$ cat config.mk
export PLATFORM = sky130hd
export DESIGN_NAME = pktchain_frame_disassemble
export DESIGN_NICKNAME = d
export VERILOG_FILES = /design/src/rtl/pktchain_frame_disassemble.sv
export SDC_FILE = /design/constraint.sdc
export NUM_CORES = 1
export LEC_CHECK = 0
export ABC_AREA = 1
export ABC_CLOCK_PERIOD_IN_PS = 3700
export BUFFER_PORTS_ARGS = -buffer_cell sky130_fd_sc_hd__buf_2
export CORE_ASPECT_RATIO = 1.25
export CORE_MARGIN = 2
export CORE_UTILIZATION = 40
export CTS_BUF_LIST = sky130_fd_sc_hd__clkbuf_2 sky130_fd_sc_hd__clkbuf_4 sky130_fd_sc_hd__clkbuf_8
export DETAILED_ROUTE_END_ITERATION = 6
export HOLD_SLACK_MARGIN = 0.1
export PLACE_DENSITY = 0.56
export SYNTH_ARGS = -nofsm -noshare
export SYNTH_HDL_FRONTEND = slang
export SYNTH_SLANG_ARGS = --single-unit
$ cat constraint.sdc
create_clock -name clk -period 3.7 [get_ports clk]
set_input_delay 0.74 -clock clk [delete_from_list [all_inputs] [get_ports clk]]
set_output_delay 0.74 -clock clk [all_outputs]
set_load 0.05 [all_outputs]
$ cat src/rtl/pktchain_frame_disassemble.sv
// pktchain_frame_disassemble: 2-entry frame FIFO serialised MSB-first into phits
module pktchain_frame_disassemble #(
  parameter int DATA_WIDTH = 32,
  parameter int PHIT_WIDTH = 8
) (
  input  logic                  clk,
  input  logic                  rst,
  output logic                  frame_full,
  input  logic                  frame_wr,
  input  logic [DATA_WIDTH-1:0] frame_i,
  input  logic                  phit_o_full,
  output logic                  phit_o_wr,
  output logic [PHIT_WIDTH-1:0] phit_o,
  output logic                  idle
);
  localparam int N  = DATA_WIDTH / PHIT_WIDTH;
  localparam int IW = $clog2(N);
  logic [DATA_WIDTH-1:0] mem_q [2];
  logic [DATA_WIDTH-1:0] sh;
  logic [1:0]            cnt_q, cnt_d;
  logic                  rd_q, rd_d;
  logic [IW-1:0]         idx_q, idx_d;
  logic                  push, pop, last;
  always_comb begin
    frame_full = cnt_q == 2'd2;
    idle       = cnt_q == 2'd0;
    push       = frame_wr & ~frame_full;
    phit_o_wr  = ~idle & ~phit_o_full;
    last       = idx_q == IW'(N - 1);
    pop        = phit_o_wr & last;
    sh         = mem_q[rd_q] << (int'(idx_q) * PHIT_WIDTH);
    phit_o     = idle ? '0 : sh[DATA_WIDTH-1 -: PHIT_WIDTH];
    cnt_d      = cnt_q + {1'b0, push} - {1'b0, pop};
    rd_d       = rd_q ^ pop;
    idx_d      = phit_o_wr ? (last ? '0 : idx_q + IW'(1)) : idx_q;
  end
  always_ff @(posedge clk) begin
    if (rst) begin
      cnt_q <= '0;
      rd_q  <= 1'b0;
      idx_q <= '0;
    end else begin
      cnt_q <= cnt_d;
      rd_q  <= rd_d;
      idx_q <= idx_d;
    end
  end
  // With one entry occupied the free slot is the one opposite the head
  always_ff @(posedge clk) begin
    if (!rst && push) mem_q[rd_q ^ cnt_q[0]] <= frame_i;
  end
endmodule

After elaboration in Yosys (flattened, before gate mapping)
Memory sizes are Yosys's and may differ from the RTL's. A register that Yosys moved wholly into a read port is not among the register bits.
Cells that the tools add are included.
Widths: inputs -> output; s select.
Word-level totals
  bits in registers: 5
  bits in writable memories: 64
  output and inout port bits: 11
  logic and storage cells: 26
  memories kept: 1
Memories
  mem_q: words 2, width 32, read ports 1, clocked after memory_dff 1, wr ports 1, line 18  | logic [DATA_WIDTH-1:0] mem_q [2];
Operators by class
  $add $sub $neg: 3
  eq/ne operators: 2
  shift-type cells: 1
  mux-type cells: 5
  bitwise operators: 8
  reductions and logical operators: 3
Operators by type and width (number)
  $shl 32x5->32: 1
  $mux 8: 1
  $eq 2x2->1 const B: 2
  $and 1x1->1: 3
  $mux 1: 3
  $not 1->1: 3
  $add 2x1->2: 1
  $add 2x1->2 const B: 1
  $logic_not 2->1: 1
  $mux 2: 1
  $sub 2x1->2: 1
  $xor 1x1->1: 2
  $logic_and 1x1->1: 1
  $logic_not 1->1: 1

Logic depth before layout (Yosys ltp)
Gate-level depths: netlist of the first run.
  depth after elaboration: 6
  depth in mapped cells: 10
  mapped depth without buffers: 10

Worst setup path before layout of the first run
OpenSTA, ideal clock, no wires.
  kind: input -> register
  start point: in frame_wr
  end point: mem mem_q[0][0], enable pin
  library setup time: 0.421 ns
  arrival: 2.430 ns
  required time: 3.279 ns
  path slack: 0.849 ns
  stages: 3
  path through: o21ai_2 or2_2 nor2_1
On the way
  cells in the longest elaborated chain, start to end: 4
Ends and longest elaborated chain
  from (decl): line 9  | input logic frame_wr,
  $and 1x1->1: line 27  | push = frame_wr & ~frame_full;
  $logic_and 1x1->1: line 50  | if (!rst && push) mem_q[rd_q ^ cnt_q[0]] <= frame_i;
  $mux 1: line 50
  $mux 1 (not written as such): line 50
  to (decl): line 18
No other way between the ends.

Final worst setup path of the first run
  start point: reg idx_q[0]
  end point: out phit_o[2]
On the way
  cells in the longest elaborated chain, start to end: 2
Ends and longest elaborated chain
  from (decl): line 22  | logic [IW-1:0] idx_q, idx_d;
  from (signal assigned): line 45  | idx_q <= idx_d;
  $shl 32x5->32: line 31  | sh = mem_q[rd_q] << (int'(idx_q) * PHIT_WIDTH);
  $mux 8: line 32  | phit_o = idle ? '0 : sh[DATA_WIDTH-1 -: PHIT_WIDTH];
  to (decl): line 13  | output logic [PHIT_WIDTH-1:0] phit_o,
No other way between the ends.

==> qor.txt, run 1 <==
Synth Instances = 318
Core ar. = 7700 sq um
Detail Route Antenna Nets = 0
status = complete, no violations
RSZ-0062 raised after global routing = no
Syn. warnings = 0
dpl hpwl = 3960 microns
DIE WIDTH = 83.2 microns
Clock power frac = 0.348
Global Route Usage Sum = 0.151
clock skew = 0.0100 ns
Die H = 103 microns
Hold Buf Count CTS = 0
Leakage = 1.68 nW
Place WS = 1.49 ns
DR iter-0 viols = 105
final-report max-slew violation count = 0
Hold Path Class = primary input to register
Pint = 1.27 mW
top-area cell type share of the netlist area = 0.612
top-count cell post-synth = nand2_1
Ports = 47
Starting Density = 0.407
WL/cell = 12.8 microns
layout cell share with drive strength beyond 1 = 0.199
Worst-Skew Late Latency = 0.34 ns
Port Buffers = 46
Root Driver = clkbuf_8
CP Data Required Time = 2.96 ns
Tcrit/Tclk final = 0.689
pin count of the biggest net entering global routing = 35
WP data arrival = 1.81 ns
asr flop ratio synth = 0
via count = 2077
Post-Place Cell Area = 3410 sq um
clock period minus final worst setup slack = 2.55 ns
pwr dens = 481 nW/um^2
Critical Path Fanout Max = 12
full die area = 8570 sq um
CP startpoint kind = register
Slew @ Worst Pin = 0.563 ns
Synth Flop Type = edfxtp_1
Max-slew headroom = 0.624
final hold violation count = 0
CTS max path bufs = 2
#FFs+latches synth = 69
grt ovf = 0
top cells by area, synth = edfxtp_1 61%, nand2_1 11%, inv_1 8.4%
Switching Power = 0.468 mW
dominant cell type by area after synthesis = edfxtp_1
post_cts resized = 0
final WL = 5980 microns
via/cell ratio = 4.45
final setup vio count = 0
TritonCTS clock tree = done
Hold Worst Slack = 0.580 ns
setup ws final = 1.15 ns
num rows = 36
Area Growth Syn to Fin = 15.2%
max cap viols = 0
nets@finish = 406
critical path type = register to output pin
Worst IR Drop VDD = 0.238 mV
first-pass GRT wire length = 9860 microns
Comb power frac = 0.129
commonest cells in the netlist = 89 x nand2_1, 70 x inv_1, 64 x edfxtp_1
vias in the first global route = 2064
Syn Area/Cell = 9.87 sq um
synthesized area = 3140 sq um
antenna violations before repair = 0
Fmax achieved = 0.392 GHz
Distinct cells, synth = 19
Residual DRC = 0
sequential area share after synthesis = 0.644
H-tree Lvls = 3
postcts setup bufs = 0
routability cong. = 0.788
first-pass detailed-route iteration total = 4
Design Area, Final = 3610 sq um
sw frac = 0.269
Clock transition at path regs = 0.08 ns
Post-Syn Nets = 357
number of flops mapped to enable cells by yosys = 64
Num CTS Buffers = 9
Flop pwr share = 0.523
clk sinks = 69
ant diodes = 0
type of destination of the critical path = output pin
Final TNS setup = 0 ns
metrics by stage:
step	util	power, mW	std cells
3_3_place_gp	0.443	1.15	451
3_5_place_dp	0.443	1.16	451
4_1_cts	0.469	1.76	467
6_report	0.469	1.74	467
5_1_grt	0.469	1.83	467
2_1_floorplan	-	1.08	318
sequential cells by signal, summed over array words and instances, names as in the netlist:
name,cells
cnt_q,2
rd_q,1
idx_q,2
mem_q,64
power groups by stage:
stage	logic, mW	clock network [mW]	registers (mW)
2_1_floorplan	0.163	0	0.922
5_1_grt	0.251	0.666	0.913
6_report	0.224	0.605	0.910
3_5_place_dp	0.227	0	0.928
3_3_place_gp	0.225	0	0.927
4_1_cts	0.228	0.625	0.910
worst max-delay path: stages, from the launching register on:
cell and delay, ns:
dfxtp_1 0.59, buf_4 0.25, nand3_1 0.08, nand2_1 0.07
nor2_1 0.04, nor2_1 0.16, buf_2 0.28
placed cells by master, fill, tap and decap left out:
cell and instances:
clkbuf_8 9, clkinv_1 1, nor3b_1 1, inv_4 1
nand3_1 40, bufinv_16 1, nor2_1 21, nor2_4 2
buf_2 46, nor2_2 2, clkinv_2 1, inv_2 1
a21oi_1 2, xnor2_1 2, or2_2 1, buf_4 4
edfxtp_1 64, clkinv_4 3, dfxtp_1 5, ha_1 3
nand2_1 89, o21ai_2 1, inv_1 70, clkinvlp_4 2
area by class of cell:
cell class | instances | area [sq um]
Timing Repair Buffer | 50 | 260
Inverter | 73 | 277
Tap cell | 95 | 119
Fill cell | 746 | 4090
Clock buffer | 9 | 124
Clock inverter | 7 | 76.3
Sequential cell | 69 | 2020
Multi-Input combinational cell | 164 | 736
layer usage:
layer / wire, microns / share of wire / global-route usage / vias to the layer above
met4: 136 / 0.023 / 0.0719 / 0
li1: - / - / - / 1089
met1: 2760 / 0.46 / 0.186 / 939
met5: 0 / 0 / 0 / -
met3: 169 / 0.028 / 0.0336 / 11
met2: 2910 / 0.49 / 0.256 / 38
worst paths after layout:
check / startpoint / end / slack [ns] / cells past startpoint
worst min register to register: idx_q[0] / idx_q[0] / 0.66 / 2
worst max register to register: idx_q[0] / cnt_q[1] / 1.63 / 10
worst min-delay path: frame_i[14] / mem_q[0][14] / 0.58 / 1
worst max-delay path: idx_q[0] / phit_o[2] / 1.15 / 6
logic make-up (layout without fill, tap and decap cells):
| family | count (synthesis) | in the layout | synth area share |
|---|---|---|---|
| AND/OR/NAND/NOR | 156 | 156 | 0.209 |
| buffers and inverters | 85 | 139 | 0.123 |
| AO/OA/AOI/OAI | 3 | 3 | 0.00598 |
| adder cells (fa/ha/maj) | 3 | 3 | 0.0120 |
| XOR/XNOR | 2 | 2 | 0.00558 |
| flip-flops | 69 | 69 | 0.644 |
(Power assumes the default switching activity.)
==> run 2: changes to the inputs <==
ABC_CLOCK_PERIOD_IN_PS = 2160   (was 3700)
PLACE_DENSITY = 0.59   (was 0.56)
clock period = 2.16 ns   (was 3.7 ns; I/O delays follow)
==> run 2 against run 1 <==
Net effect:
- non-clock buffer count is 5 higher
- largest power group unchanged
- register-to-register slack worse by 1.2 ns
- combinational power increased by 76%
==> qor.txt, run 2 (synthesis results as in run 1) <==
grt ovf = 0 (unchanged)
dpl hpwl = 4080 microns (was 3960 microns)
final setup vio count = 0 (unchanged)
ant diodes = 0 (unchanged)
commonest non-fill, non-tap cell in the layout = nand2_1 (unchanged)
clock skew = 0.00592 ns (was 0.0100 ns)
DIE WIDTH = 83.2 microns (unchanged)
routability cong. = 0.800 (was 0.788)
Hold Path Class = primary input to register (unchanged)
Area Growth Syn to Fin = 17.3% (was 15.2%)
via/cell ratio = 4.57 (was 4.45)
Worst IR Drop VDD = 0.418 mV (was 0.238 mV)
Worst-Skew Late Latency = 0.34 ns (about the same)
most frequent cells in the layout = 89 x nand2_1, 70 x inv_1, 64 x edfxtp_1, 43 x buf_2, 40 x nand3_1 (was 89 x nand2_1, 70 x inv_1, 64 x edfxtp_1, 46 x buf_2, 40 x nand3_1)
FF-to-FF Start = idx_q[0] (unchanged)
Num CTS Buffers = 9 (unchanged)
worst reg2reg endpoint = cnt_q[1] (unchanged)
register area = 2030 sq um (was 2020 sq um)
num rows = 36 (unchanged)
Detail Route Antenna Nets = 0 (unchanged)
total power = 3.06 mW (was 1.74 mW)
Die H = 103 microns (unchanged)
Core ar. = 7700 sq um (unchanged)
Max-slew headroom = 0.807 (was 0.624)
footprint of the multi-input gates = 736 sq um (unchanged)
Global Route Usage Sum = 0.148 (was 0.151)
Fmax achieved = 0.497 GHz
pwr dens = 832 nW/um^2 (was 481 nW/um^2)
Residual DRC = 0 (unchanged)
pin count of the biggest net entering global routing = 34 (was 35)
max reg flops = 64 (unchanged)
Critical Path Fanout Max = 9 (was 12)
Starting Density = 0.407 (unchanged)
critical path type = register to output pin (unchanged)
TritonCTS clock tree = done (unchanged)
nets@finish = 411 (was 406)
Slew @ Worst Pin = 0.289 ns (was 0.563 ns)
H-tree Lvls = 3 (unchanged)
Port Buffers = 46 (unchanged)
WL/cell = 12.5 microns (was 12.8 microns)
reg-to-reg slack, setup = 0.42 ns (was 1.63 ns)
Leakage = 1.72 nW (was 1.68 nW)
CP Data Required Time = 1.73 ns (was 2.96 ns)
WP data arrival = 1.58 ns (was 1.81 ns)
clk sinks = 69 (unchanged)
postcts setup bufs = 0 (unchanged)
FILL cells = 743 (was 746)
DR iter-0 viols = 71 (was 105)
final hold violation count = 0 (unchanged)
final WL = 5880 microns (was 5980 microns)
Root Driver = clkbuf_8 (unchanged)
via count = 2157 (was 2077)
full die area = 8570 sq um (unchanged)
worst hold stages = 1 (unchanged)
Worst Hold Endpoint = mem_q[0][9] (was mem_q[0][14])
CTS max path bufs = 2 (unchanged)
type of destination of the critical path = output pin (unchanged)
antenna violations before repair = 0 (unchanged)
Tcrit/Tclk final = 0.932
RSZ-0062 raised after global routing = no (unchanged)
layout cell share with drive strength beyond 1 = 0.212 (was 0.199)
HP Start = frame_i[9] (was frame_i[14])
status = complete, no violations (unchanged)
clock period minus final worst setup slack = 2.01 ns
Ports = 47 (unchanged)
first-pass detailed-route iteration total = 4 (unchanged)
first-pass GRT wire length = 9570 microns (was 9860 microns)
cells on worst reg2reg path = 9 (was 10)
max cap viols = 0 (unchanged)
fin util = 0.478 (was 0.469)
CP startpoint kind = register (unchanged)
Clock transition at path regs = 0.07 ns (was 0.08 ns)
final-report max-slew violation count = 0 (unchanged)
vias in the first global route = 2051 (was 2064)
-- run 2: cell types whose count changed in the layout (fill, tap and decap cells not counted), sizes merged --
cell      delta
buf          +3
bufinv       +1
clkbuf       +3
clkinvlp     -2
-- run 2: where the power goes --
group | switching [mW] | internal, mW | total, mW | leakage [nW]
registers | 0.0269 | 1.53 | 1.56 | 0.629
logic | 0.273 | 0.120 | 0.394 | 0.984
clock network | 0.461 | 0.651 | 1.11 | 0.109
total | 0.761 | 2.30 | 3.06 | 1.72
-- run 2: worst max path at each step --
stage	startpoint	endpoint	slack (ns)	cells past startpoint
3_5_place_dp	idx_q[0]	phit_o[7]	0.28	6
3_3_place_gp	idx_q[0]	phit_o[4]	0.29	6
6_report	rd_q	phit_o[5]	0.15	7
5_1_grt	idx_q[0]	phit_o[3]	0.02	6
4_1_cts	rd_q	phit_o[7]	0.02	7
2_1_floorplan	cnt_q[0]	mem_q[0][0]	-0.44	3
-- run 2: what timing repair did --
action                     4_1_cts  5_1_grt
hold buffers                     0        0
hold endpoints to repair         0        0
resized for setup                2        9
setup endpoints to repair        7        8
-- run 2: final cells by class --
cell class                      instances  share of cell area
Sequential cell                        69               0.551
Multi-Input combinational cell        164               0.200
Timing Repair Buffer                   55              0.0839
Inverter                               73              0.0765
Clock buffer                           10              0.0357
Tap cell                               95              0.0323
Clock inverter                          6              0.0211
-- run 2: worst max-delay path: stages (launching register included) --
cell and delay, ns:
dfxtp_2 0.36, buf_4 0.18, nand2_1 0.07, nand3_1 0.08
nand3_1 0.09, nand2_1 0.06, nor2_1 0.12, buf_2 0.28
-- run 2: through the flow --
stage               TNS [ns]  cells  hold slack (ns)  worst slack, ns  area, sq um
finish                     0    472            0.272            0.147         3680
detailed placement         0    456            0.624            0.278         3450
global route               0    472            0.255           0.0164         3680
global placement           0    456            0.619            0.290         3450
floorplan             -27.97    318            0.501           -0.437         3140
CTS                        0    472            0.255           0.0218         3660
-- run 2: per-layer routing --
metal  wire length, microns  vias to the layer above  GRT usage  part of all wire
met3                    266                       10     0.0376             0.045
li1                       -                     1099          -                 -
met1                   2390                      999      0.166              0.41
met2                   3090                       49      0.264              0.53
met5                      0                        -          0                 0
met4                    132                        0     0.0757             0.022
==> run 3: changes to the inputs <==
--- a/config.mk
+++ b/config.mk
@@ -13,4 +13,5 @@
 export CORE_UTILIZATION = 40
 export CTS_BUF_LIST = sky130_fd_sc_hd__clkbuf_2 sky130_fd_sc_hd__clkbuf_4 sky130_fd_sc_hd__clkbuf_8
+export CTS_CLUSTER_DIAMETER = 100
 export DETAILED_ROUTE_END_ITERATION = 6
 export HOLD_SLACK_MARGIN = 0.1
==> constraint.sdc (replaced) <==
create_clock -name clk -period 2.16 [get_ports clk]
set_input_delay 0.432 -clock clk [delete_from_list [all_inputs] [get_ports clk]]
set_output_delay 0.432 -clock clk [all_outputs]
set_load 0.02 [all_outputs]
==> run 3 against run 2 <==
Net effect:
- global-route usage down 0.35 points
- clock skew up 0.0031 ns
- routed wire length up 1.2%
- maximum frequency down 0.78%
- worst setup slack worse by 0.016 ns
- register-to-register slack better by 0.03 ns
- critical endpoint is now phit_o[4]
- power down 2.5%
- critical path depth unchanged
- non-clock buffer count down 3
- cell count down 0.85%
- clock-buffer cell count down 1
==> qor.txt, run 3 (synthesis results as in run 1) <==
status = complete, no violations (unchanged)
ant diodes = 0 (unchanged)
max cap viols = 0 (unchanged)
Tcrit/Tclk final = 0.939 (was 0.932)
Place WS = 0.452 ns (was 0.278 ns)
Core ar. = 7700 sq um (unchanged)
WP data arrival = 1.60 ns (was 1.58 ns)
clock skew = 0.00904 ns (was 0.00592 ns)
type of destination of the critical path = output pin (unchanged)
fin util = 0.476 (was 0.478)
sw frac = 0.236 (was 0.248)
grt ovf = 0 (unchanged)
final hold violation count = 0 (unchanged)
Global Route Usage Sum = 0.144 (was 0.148)
routability cong. = 0.730 (was 0.800)
DIE WIDTH = 83.2 microns (unchanged)
via count = 2125 (was 2157)
pwr dens = 815 nW/um^2 (was 832 nW/um^2)
worst hold stages = 1 (unchanged)
Worst-Skew Late Latency = 0.34 ns (about the same)
final WL = 5950 microns (was 5880 microns)
Slowest cell on crit path = dfxtp_1 (was dfxtp_2)
clock period minus final worst setup slack = 2.03 ns (was 2.01 ns)
full die area = 8570 sq um (unchanged)
final setup vio count = 0 (unchanged)
H-tree Lvls = 3 (unchanged)
Root Driver = clkbuf_8 (unchanged)
DR iter-0 viols = 80 (was 71)
num rows = 36 (unchanged)
Leakage = 1.70 nW (was 1.72 nW)
CP Data Required Time = 1.73 ns (about the same)
worst reg2reg endpoint = cnt_q[1] (unchanged)
pin count of the biggest net entering global routing = 34 (unchanged)
Starting Density = 0.407 (unchanged)
setup ws final = 0.132 ns (was 0.147 ns)
max reg flops = 64 (unchanged)
cells on worst reg2reg path = 9 (unchanged)
final-report max-slew violation count = 0 (unchanged)
Worst Hold Endpoint = mem_q[0][5] (was mem_q[0][9])
clk sinks = 69 (unchanged)
reg-to-reg slack, setup = 0.45 ns (was 0.42 ns)
most frequent cells in the layout = 89 x nand2_1, 70 x inv_1, 64 x edfxtp_1, 46 x buf_2, 40 x nand3_1 (was 89 x nand2_1, 70 x inv_1, 64 x edfxtp_1, 43 x buf_2, 40 x nand3_1)
Area Growth Syn to Fin = 16.7% (was 17.3%)
Port Buffers = 46 (unchanged)
CTS max path bufs = 2 (unchanged)
Ports = 47 (unchanged)
Num CTS Buffers = 9 (unchanged)
Detail Route Antenna Nets = 0 (unchanged)
Clock power frac = 0.368 (was 0.363)
Max-slew headroom = 0.776 (was 0.807)
Fmax achieved = 0.493 GHz (was 0.497 GHz)
post_cts resized = 0 (was 2)
dpl hpwl = 3780 microns (was 4080 microns)
critical path type = register to output pin (unchanged)
via/cell ratio = 4.54 (was 4.57)
Critical Path Fanout Max = 33 (was 9)
CP cell instances = inv_4 -> nand2_1 -> nand3_1 -> nand3_1 -> nand2_1 -> nor2_1 -> buf_2 (was buf_4 -> nand2_1 -> nand3_1 -> nand3_1 -> nand2_1 -> nor2_1 -> buf_2)
Hold Buf Count CTS = 0 (unchanged)
slowest stage delay, CP = 0.42 ns (was 0.36 ns)
Flop pwr share = 0.520 (was 0.509)
first-pass GRT wire length = 9380 microns (was 9570 microns)
Comb power frac = 0.112 (was 0.129)
first-pass detailed-route iteration total = 5 (was 4)
nets@finish = 408 (was 411)
CP startpoint kind = register (unchanged)
Worst IR Drop VDD = 0.460 mV (was 0.418 mV)
vias in the first global route = 2048 (was 2051)
antenna violations before repair = 0 (unchanged)
Hold Path Class = primary input to register (unchanged)
commonest non-fill, non-tap cell in the layout = nand2_1 (unchanged)
Residual DRC = 0 (unchanged)
layout cell share with drive strength beyond 1 = 0.193 (was 0.212)
Switching Power = 0.705 mW (was 0.761 mW)
Slew @ Worst Pin = 0.335 ns (was 0.289 ns)
WL/cell = 12.7 microns (was 12.5 microns)
HP Start = frame_i[5] (was frame_i[9])
Die H = 103 microns (unchanged)
Pint = 2.28 mW (was 2.30 mW)
Clock transition at path regs = 0.07 ns (about the same)
FF-to-FF Start = idx_q[0] (unchanged)
postcts setup bufs = 0 (unchanged)
TritonCTS clock tree = done (unchanged)
run 3: power by group through the flow:
stage	Sequential, mW	Combinational (mW)	Clock [mW]
global placement	1.58	0.335	0
CTS	1.55	0.340	1.13
detailed placement	1.58	0.338	0
floorplan	1.58	0.214	0
global route	1.56	0.379	1.18
finish	1.55	0.335	1.10
run 3: stage by stage:
step | instances | hold slack, ns | setup TNS (ns) | total power [mW] | instance area (sq um)
after detailed placement | 453 | 0.525 | 0 | 1.92 | 3450
after floorplan | 318 | 0.501 | -27.97 | 1.79 | 3140
final | 468 | 0.270 | 0 | 2.99 | 3660
after CTS | 468 | 0.253 | 0 | 3.02 | 3660
after global routing | 468 | 0.251 | -0.00779 | 3.11 | 3660
after global placement | 453 | 0.514 | 0 | 1.92 | 3450
run 3: per-layer routing:
metal	vias to the layer above	wire, microns	track usage
met5	-	0	0
met4	0	184	0.0870
met3	16	233	0.0416
met2	50	2910	0.248
met1	967	2630	0.162
li1	1092	-	-
run 3: worst max-delay path by stage:
stage / start / to / slack, ns / cells after the start
finish: rd_q / phit_o[4] / 0.13 / 7
global placement: phit_o_full / cnt_q[1] / 0.48 / 10
global route: rd_q / phit_o[4] / -0.008 / 7
floorplan: cnt_q[0] / mem_q[0][0] / -0.44 / 3
CTS: rd_q / phit_o[4] / 0.10 / 7
detailed placement: phit_o_full / cnt_q[1] / 0.45 / 10
run 3: cell type report:
type / count / area, sq um
fill: 742 / 4040
tap: 95 / 119
sequential: 69 / 2020
multi-input combinational: 164 / 736
timing repair buffer: 52 / 308
clock buffer: 9 / 124
inverter: 73 / 277
clock inverter: 6 / 78.8
run 3: critical path: cells and delay by family, from the launching register on:
kind          cells  cell delay [ns]
flops             1             0.42
simple gates      5             0.46
buf+inv           2             0.36
